==> src/rtl/lcd_bus_decoder.sv <==
// Decodes an 8080-style LCD write bus into pixel writes, display status
// flags and frame-wrap pulses. Bus strobes are synchronised into the clk domain.
module lcd_bus_decoder (
  input  logic        clk,
  input  logic        nrst,
  input  logic        csx,
  input  logic        wrx,
  input  logic        dcx,
  input  logic [7:0]  D,
  output logic        pix_valid,
  output logic [15:0] pix_x,
  output logic [15:0] pix_y,
  output logic [15:0] pix_color,
  output logic        disp_on,
  output logic        sleep_out,
  output logic        frame_done,
  output logic        cmd_err
);

  typedef enum logic [2:0] {IDLE, CASET_P, PASET_P, RAMWR_LO, RAMWR_HI} state_t;

  localparam logic [15:0] EC_RST = 16'd239;
  localparam logic [15:0] EP_RST = 16'd319;

  logic        r_wrxS1, r_wrxS2, r_wrxD3, r_csxS1, r_csxS2;
  logic        r_dcxS1, r_dcxS2;
  logic [7:0]  r_dS1, r_dS2;
  logic        w_wrStb;

  state_t      r_state, w_stateNext;
  logic [1:0]  r_idx, w_idxNext;
  logic [23:0] r_shadow, w_shadowNext;
  logic [15:0] r_sc, r_ec, r_sp, r_ep, w_scNext, w_ecNext, w_spNext, w_epNext;
  logic [15:0] r_cx, r_cy, w_cxNext, w_cyNext;
  logic [7:0]  r_lo, w_loNext;
  logic        r_pixValid, w_pixValidNext;
  logic [15:0] r_pixX, r_pixY, r_pixColor, w_pixXNext, w_pixYNext, w_pixColorNext;
  logic        r_dispOn, r_sleepOut, r_frameDone, r_cmdErr;
  logic        w_dispOnNext, w_sleepOutNext, w_frameDoneNext, w_cmdErrNext;

  // D and dcx ride two flops so they line up with the synchronised wrx edge.
  always_ff @(posedge clk or negedge nrst) begin
    if (!nrst) begin
      r_wrxS1 <= 1'b1;
      r_wrxS2 <= 1'b1;
      r_wrxD3 <= 1'b1;
      r_csxS1 <= 1'b1;
      r_csxS2 <= 1'b1;
      r_dcxS1 <= 1'b0;
      r_dcxS2 <= 1'b0;
      r_dS1   <= 8'h00;
      r_dS2   <= 8'h00;
    end else begin
      r_wrxS1 <= wrx;
      r_wrxS2 <= r_wrxS1;
      r_wrxD3 <= r_wrxS2;
      r_csxS1 <= csx;
      r_csxS2 <= r_csxS1;
      r_dcxS1 <= dcx;
      r_dcxS2 <= r_dcxS1;
      r_dS1   <= D;
      r_dS2   <= r_dS1;
    end
  end

  assign w_wrStb = r_wrxS2 & ~r_wrxD3 & ~r_csxS2;

  always_ff @(posedge clk or negedge nrst) begin
    if (!nrst) begin
      r_state     <= IDLE;
      r_idx       <= 2'd0;
      r_shadow    <= 24'h0;
      r_sc        <= 16'd0;
      r_ec        <= EC_RST;
      r_sp        <= 16'd0;
      r_ep        <= EP_RST;
      r_cx        <= 16'd0;
      r_cy        <= 16'd0;
      r_lo        <= 8'h00;
      r_pixValid  <= 1'b0;
      r_pixX      <= 16'd0;
      r_pixY      <= 16'd0;
      r_pixColor  <= 16'd0;
      r_dispOn    <= 1'b0;
      r_sleepOut  <= 1'b0;
      r_frameDone <= 1'b0;
      r_cmdErr    <= 1'b0;
    end else begin
      r_state     <= w_stateNext;
      r_idx       <= w_idxNext;
      r_shadow    <= w_shadowNext;
      r_sc        <= w_scNext;
      r_ec        <= w_ecNext;
      r_sp        <= w_spNext;
      r_ep        <= w_epNext;
      r_cx        <= w_cxNext;
      r_cy        <= w_cyNext;
      r_lo        <= w_loNext;
      r_pixValid  <= w_pixValidNext;
      r_pixX      <= w_pixXNext;
      r_pixY      <= w_pixYNext;
      r_pixColor  <= w_pixColorNext;
      r_dispOn    <= w_dispOnNext;
      r_sleepOut  <= w_sleepOutNext;
      r_frameDone <= w_frameDoneNext;
      r_cmdErr    <= w_cmdErrNext;
    end
  end

  // A command byte always aborts whatever sequence was in progress before it is decoded.
  always_comb begin
    w_stateNext     = r_state;
    w_idxNext       = r_idx;
    w_shadowNext    = r_shadow;
    w_scNext        = r_sc;
    w_ecNext        = r_ec;
    w_spNext        = r_sp;
    w_epNext        = r_ep;
    w_cxNext        = r_cx;
    w_cyNext        = r_cy;
    w_loNext        = r_lo;
    w_pixValidNext  = 1'b0;
    w_pixXNext      = r_pixX;
    w_pixYNext      = r_pixY;
    w_pixColorNext  = r_pixColor;
    w_dispOnNext    = r_dispOn;
    w_sleepOutNext  = r_sleepOut;
    w_frameDoneNext = 1'b0;
    w_cmdErrNext    = 1'b0;

    if (w_wrStb) begin
      if (!r_dcxS2) begin
        w_stateNext = IDLE;
        w_idxNext   = 2'd0;
        case (r_dS2)
          8'h00: ;
          8'h01: begin
            w_scNext       = 16'd0;
            w_ecNext       = EC_RST;
            w_spNext       = 16'd0;
            w_epNext       = EP_RST;
            w_cxNext       = 16'd0;
            w_cyNext       = 16'd0;
            w_pixXNext     = 16'd0;
            w_pixYNext     = 16'd0;
            w_pixColorNext = 16'd0;
            w_dispOnNext   = 1'b0;
            w_sleepOutNext = 1'b0;
          end
          8'h11: w_sleepOutNext = 1'b1;
          8'h28: w_dispOnNext = 1'b0;
          8'h29: w_dispOnNext = 1'b1;
          8'h2A: w_stateNext = CASET_P;
          8'h2B: w_stateNext = PASET_P;
          8'h2C: begin
            w_cxNext    = r_sc;
            w_cyNext    = r_sp;
            w_stateNext = RAMWR_LO;
          end
          default: w_cmdErrNext = 1'b1;
        endcase
      end else begin
        case (r_state)
          CASET_P, PASET_P: begin
            w_idxNext = r_idx + 2'd1;
            case (r_idx)
              2'd0: w_shadowNext[23:16] = r_dS2;
              2'd1: w_shadowNext[15:8]  = r_dS2;
              2'd2: w_shadowNext[7:0]   = r_dS2;
              default: begin
                w_stateNext = IDLE;
                if (r_state == CASET_P) begin
                  w_scNext = r_shadow[23:8];
                  w_ecNext = {r_shadow[7:0], r_dS2};
                end else begin
                  w_spNext = r_shadow[23:8];
                  w_epNext = {r_shadow[7:0], r_dS2};
                end
              end
            endcase
          end
          RAMWR_LO: begin
            w_loNext    = r_dS2;
            w_stateNext = RAMWR_HI;
          end
          RAMWR_HI: begin
            w_pixValidNext = 1'b1;
            w_pixXNext     = r_cx;
            w_pixYNext     = r_cy;
            w_pixColorNext = {r_dS2, r_lo};
            w_stateNext    = RAMWR_LO;
            if (r_cx != r_ec) begin
              w_cxNext = r_cx + 16'd1;
            end else if (r_cy != r_ep) begin
              w_cxNext = r_sc;
              w_cyNext = r_cy + 16'd1;
            end else begin
              w_cxNext        = r_sc;
              w_cyNext        = r_sp;
              w_frameDoneNext = 1'b1;
            end
          end
          default: w_cmdErrNext = 1'b1;
        endcase
      end
    end
  end

  assign pix_valid  = r_pixValid;
  assign pix_x      = r_pixX;
  assign pix_y      = r_pixY;
  assign pix_color  = r_pixColor;
  assign disp_on    = r_dispOn;
  assign sleep_out  = r_sleepOut;
  assign frame_done = r_frameDone;
  assign cmd_err    = r_cmdErr;

endmodule

==> config.mk <==
export PLATFORM = sky130hd
export DESIGN_NAME = lcd_bus_decoder
export DESIGN_NICKNAME = d
export VERILOG_FILES = /design/src/rtl/lcd_bus_decoder.sv
export SDC_FILE = /design/constraint.sdc
export NUM_CORES = 1
export LEC_CHECK = 0
export BUFFER_PORTS_ARGS = -buffer_cell sky130_fd_sc_hd__buf_2
export CAP_MARGIN = 20
export CORE_AREA = 4 4 122 182
export DETAILED_ROUTE_END_ITERATION = 8
export DIE_AREA = 0 0 126 186
export PLACE_DENSITY = 0.72
export SYNTH_ARGS = -nofsm -noshare
export SYNTH_HDL_FRONTEND = slang
export SYNTH_SLANG_ARGS = --single-unit
==> constraint.sdc <==
create_clock -name clk -period 2.85 [get_ports clk]
set_clock_uncertainty 0.15 [all_clocks]
set_input_delay 0.285 -clock clk [delete_from_list [all_inputs] [get_ports clk]]
set_output_delay 0.285 -clock clk [all_outputs]
set_load 0.01 [all_outputs]
# Word level (Yosys, flattened, before mapping)
# Index checks and enable logic that the tools add are counted.
dict set report totals {
  inputBits 13
  wordCells 138
  reg_bits 209
}
dict set report op_classes {
  reduce_logical 24
  eq_ne 23
  n_bitwise 5
  n_addsub 3
  n_mux 54
}
# op count
set op_table {}
lappend op_table {{two-way mux 16 bit} 32}
lappend op_table {{one-hot mux 16 bit (2 select lines)} 2}
lappend op_table {{== test 8 x 6 -> 1 bit (second input constant)} 5}
lappend op_table {{adder 16 x 1 -> 16 bit (second input constant)} 2}
lappend op_table {{!= test 16 bit} 2}
lappend op_table {{AND reduction 3 bit} 6}
lappend op_table {{AND reduction 4 bit} 4}
lappend op_table {{two-way mux 1 bit} 12}
lappend op_table {{AND reduction 5 bit} 2}
lappend op_table {{one-hot mux 3 bit (3 select lines)} 1}
lappend op_table {{== test 8 x 1 -> 1 bit (second input constant)} 1}
lappend op_table {{== test 8 x 5 -> 1 bit (second input constant)} 1}
lappend op_table {{logical NOT 8 bit} 1}
lappend op_table {{OR reduction 8 bit} 1}
lappend op_table {{== test 3 x 2 -> 1 bit (second input constant)} 2}
lappend op_table {{two-way mux 3 bit} 2}
lappend op_table {{!= test 2 x 1 -> 1 bit (second input constant)} 3}
lappend op_table {{!= test 2 bit (second input constant)} 3}
lappend op_table {{one-hot mux 2 bit (3 select lines)} 1}
lappend op_table {{nonzero test 2 bit} 3}
lappend op_table {{two-way mux 2 bit} 2}
lappend op_table {{!= test 4 x 1 -> 1 bit (second input constant)} 1}
lappend op_table {{one-hot mux 1 bit (2 select lines)} 2}
lappend op_table {{OR reduction 2 bit} 2}
lappend op_table {{other kinds (13)} 16}

# Logic depth before layout (Yosys ltp)
dict set report depth {
  depth_word 6
  ltp_mapped 9
  ltp_nobuf 7
}

# Worst setup path after synthesis
# No wires, ideal clock.
dict set report synth_path {
  path_kind {reg2reg}
  startpoint {reg r_dS2[5]}
  endpoint {reg r_ec[15]}
  synth_period_minus_slack_ns 2.178
  path_slack_ns 0.672
  arrival_time_ns 1.897
  stages_incl_launch_ff 9
  n_path_buf 2
  required_time_ns 2.569
  cell_sequence {dfrtp_1 > buf_2 > or4_4 > nor4_4 > and2_1 > o21ai_2 > buf_2 > nand2_1 > o21ai_1}
}
dict set report synth_via {
  elab_chain_len 3
}
# item line_no
set synth_rtl {}
lappend synth_rtl {{start: declaration} 27} ;# logic [7:0] r_dS1, r_dS2;
lappend synth_rtl {{start signal: assignment} 62} ;# r_dS2 <= r_dS1;
lappend synth_rtl {{== test 8 x 1 -> 1 bit} 135} ;# case (r_dS2)
lappend synth_rtl {{nonzero test 2 bit (no source line)} -}
lappend synth_rtl {{AND reduction 5 bit (no source line)} -}
lappend synth_rtl {{end signal: assignment} 93} ;# r_ec <= w_ecNext;
lappend synth_rtl {{end: declaration} 33} ;# logic [15:0] r_sc, r_ec, r_sp, r_ep, w_scNext, w_ecNext, w_spNext, w_epNext;
# No other way between the ends.
# A chain may end at the register's enable or synchronous reset.

# Worst setup path in the final report
dict set report layout_path {
  startpoint {reg r_dS2[3]}
  endpoint {reg r_sc[5]}
}
dict set report layout_via {
  elab_chain_len 3
}
# item line_no
set layout_rtl {}
lappend layout_rtl {{== test 8 x 1 -> 1 bit} 135}
lappend layout_rtl {{nonzero test 2 bit (no source line)} -}
lappend layout_rtl {{AND reduction 5 bit (no source line)} -}
lappend layout_rtl {{end signal: assignment} 92} ;# r_sc <= w_scNext;
lappend layout_rtl {{end: declaration} 33}
# No other way between the ends.

==> metrics.log <==
INFO  metric run_status = completed
INFO  metric path_delay_family = simple AND/OR/NAND/NOR gates
INFO  metric p_int = 5690 µW
INFO  metric antenna_found_initial = 0
INFO  metric route.final.wire_length = 23.2 mm
INFO  metric number_of_synthesized_flops_with_an_enable_pin = 0
INFO  metric design_power_total = 8010 µW
INFO  metric timing.setup.tns = 0 ps
INFO  metric ctsLongestPathBuffers = 3
INFO  metric synthesis.instances = 869
INFO  metric final_common_cell = sky130_fd_sc_hd__dfrtp_1
INFO  metric detail_route.drc_violations = 0
INFO  metric design_area = 0.0107 mm²
INFO  metric worst_ep_arrival_time = 2710 ps
INFO  metric end_kind = flip-flop
INFO  metric synthesis.nets = 888
INFO  metric detailedPlacementHpwl = 16.3 mm
INFO  metric total_switching_power = 2320 µW
INFO  metric async_reset_ff_frac = 1.00
INFO  metric final_layout_size_suffix_gt1_frac = 0.215
INFO  metric final_weighted_congestion_in_routability_driven_placement = 0.878
INFO  metric finalCritPeriodShare = 0.874
INFO  metric chipWidth = 126 µm
INFO  metric critical_path_buf_inv_count = 1
INFO  metric finalSetupViolCount = 0
INFO  metric worst_skew_pair.late_latency = 490 ps
INFO  metric floorplan.rows = 64
INFO  metric grt_max_degree = 76
INFO  metric number_of_setup_buffers_added_after_cts = 0
INFO  metric max_stage_delay = 490 ps
INFO  metric crit_type = flip-flop to flip-flop
INFO  metric post_synth.cell_area_avg = 10.6 µm²
INFO  metric maximum_level_of_the_cts_h_tree = 1
INFO  metric sw_frac_of_total = 0.290
INFO  metric io_pins = 66
INFO  metric yosys_register_bits = 209
INFO  metric starting_density_of_the_core = 0.448
INFO  metric timing.critical_path.from_type = flip-flop
INFO  metric clock.fmax = 0.401 GHz
INFO  metric syn_area = 0.00918 mm²
INFO  metric cts_resized = 0
INFO  metric total_global_routing_track_utilization = 0.200
INFO  metric worst-slew-pin-transition = 715 ps
INFO  metric number_of_warning_messages_in_the_yosys_log = 0
INFO  metric crit_path_max_fanout = 40
INFO  metric hold_class = flip-flop to flip-flop
INFO  metric path_clk_slew = 60 ps
INFO  metric crit_chain = or2_2 -> nor4_4 -> and2_1 -> o21ai_4 -> buf_12 -> nand2_1 -> o21ai_1
INFO  metric dieHeight = 186 µm
INFO  metric crit_slowest_cell = sky130_fd_sc_hd__dfrtp_1
INFO  metric clkPwrFrac = 0.326
INFO  metric drtIter0Drc = 517
INFO  metric ant_nets = 0
INFO  metric design.final.nets = 958
INFO  metric root_buffer = sky130_fd_sc_hd__clkbuf_16
INFO  metric cp_data_required_time = 3070 ps
INFO  metric cts_sinks = 209
INFO  metric tritoncts = built
INFO  metric core_region_area = 0.0205 mm²
INFO  metric detail_route.vias_per_cell = 5.63
INFO  metric power.static_leakage = 0.00497 µW
INFO  metric layout_common_cells = 189 x sky130_fd_sc_hd__dfrtp_1, 140 x sky130_fd_sc_hd__nand2_1, 66 x sky130_fd_sc_hd__o21ai_1
INFO  metric wire_per_inst = 19.1 µm
INFO  metric place.port_buffers = 65
INFO  metric gr-total-overflow = 0
INFO  metric antenna-diode-count = 0
INFO  metric worst_slew_margin_rel = 0.522
INFO  metric vdd_drop_max = 0.416 mV
INFO  metric numCtsBuffers = 20
INFO  metric netlist-cell-type-count = 56
INFO  metric final_hold_vio_count = 0
INFO  metric max-cap-violations = 0
INFO  metric detailroute.via_count = 6852
INFO  metric p_seq_frac = 0.498
INFO  metric grt_pass1_vias = 7001
INFO  metric die_area = 0.0234 mm²
INFO  metric area_growth_syn_to_fin = 16.6%
INFO  metric power.density_cell_area = 748 mW/mm²
INFO  metric rsz0062_at_grt = false
INFO  metric ys_seq_area_frac = 0.573
INFO  metric combPwrFrac = 0.176
INFO  metric cell_area_placed = 0.00993 mm²
INFO  metric global_route_wire_length_before_repair = 37.7 mm
INFO  metric drv_slew = 0
INFO  metric min_period = 2490 ps
INFO  metric detailedRoute.firstPassIterationCount = 5
INFO  metric ctsHoldBuffers = 12
INFO  metric synth_ff_type = sky130_fd_sc_hd__dfrtp_1
## path summary, 6_finish.rpt
check	startpoint	to	slack [ps]	cells after the start
worst max-delay path	r_dS2[3]$_DFF_PN0_	r_sc[5]$_DFFE_PN0P_	360	7
worst min-delay path	r_dS1[6]$_DFF_PN0_	r_dS2[6]$_DFF_PN0_	200	0
min in group asynchronous	nrst	r_dS1[3]$_DFF_PN0_	230	2
worst min register to register	r_dS1[6]$_DFF_PN0_	r_dS2[6]$_DFF_PN0_	200	0
worst max register to register	r_dS2[3]$_DFF_PN0_	r_sc[5]$_DFFE_PN0P_	360	7
max in group asynchronous	nrst	r_ep[4]$_DFFE_PN1P_	1530	3
## power groups by stage
stage               Sequential (µW)  Combinational (µW)  Clock (µW)
floorplan                      3830                1040           0
global placement               4000                1350           0
detailed placement             4020                1390           0
CTS                            3970                1420        2660
global route                   4040                1570        2790
finish                         3980                1410        2610
## stage by stage
step / hold WS (ps) / utilization / setup slack [ps] / cells
floorplan: -161 / - / 672 / 869
global placement: 184 / 0.485 / 411 / 1169
detailed placement: 185 / 0.485 / 371 / 1169
CTS: 199 / 0.522 / 356 / 1217
global route: 207 / 0.522 / 152 / 1217
finish: 197 / 0.522 / 358 / 1217
## kinds of logic (layout without fill, tap and decap cells)
group                    Yosys count  count (layout)  share of synthesized area
AO/OA/AOI/OAI                    223             223                      0.158
XOR/XNOR                          46              46                     0.0439
adder cells (fa/ha/maj)            7               7                    0.00927
buffers and inverters             81             165                     0.0383
flip-flops                       209             209                      0.573
multiplexers                      33              33                     0.0405
AND/OR/NAND/NOR                  270             270                      0.137
## final cells by class
| type | count | area [µm²] |
|---|---|---|
| clock inverter | 6 | 55.1 |
| sequential | 209 | 5260 |
| timing repair buffer | 116 | 810 |
| multi-input combinational | 579 | 3610 |
| inverter | 13 | 48.8 |
| fill | 1867 | 9800 |
| clock buffer | 30 | 589 |
| tap | 264 | 330 |
## registers in the layout, summed over array words and instances, names as in the netlist, 3 cells and up
signal and cells:
r_dS2 8, r_state 3, r_dS1 8, pix_color 16, r_cy 16, r_shadow 24
r_ep 16, pix_y 16, r_ec 16, pix_x 16, r_sc 16, r_lo 8
r_sp 16, r_cx 16
## Yosys cell counts (15+ instances only)
| library cell | count | area share |
|---|---|---|
| sky130_fd_sc_hd__a22o_1 | 49 | 0.047 |
| sky130_fd_sc_hd__o21ai_1 | 67 | 0.037 |
| sky130_fd_sc_hd__a21oi_1 | 35 | 0.019 |
| sky130_fd_sc_hd__nand3_1 | 18 | 0.0098 |
| sky130_fd_sc_hd__xor2_1 | 32 | 0.031 |
| sky130_fd_sc_hd__nor4_1 | 20 | 0.014 |
| sky130_fd_sc_hd__o21ai_0 | 23 | 0.013 |
| sky130_fd_sc_hd__o211ai_1 | 15 | 0.012 |
| sky130_fd_sc_hd__dfrtp_1 | 190 | 0.52 |
| sky130_fd_sc_hd__clkbuf_1 | 35 | 0.014 |
| sky130_fd_sc_hd__nand2_1 | 140 | 0.057 |
| sky130_fd_sc_hd__nor2_1 | 45 | 0.018 |
| sky130_fd_sc_hd__dfstp_2 | 19 | 0.054 |
| sky130_fd_sc_hd__buf_2 | 28 | 0.015 |
| sky130_fd_sc_hd__mux2_2 | 33 | 0.040 |
## per-layer routing
layer | global-route usage | part of all wire | up-vias
met5 | 0 | 0 | -
met4 | 0.115 | 0.058 | 0
met3 | 0.0250 | 0.041 | 63
met2 | 0.338 | 0.49 | 203
met1 | 0.247 | 0.41 | 3369
li1 | - | - | 3217
No activity file was read; power rests on OpenSTA's default activity.
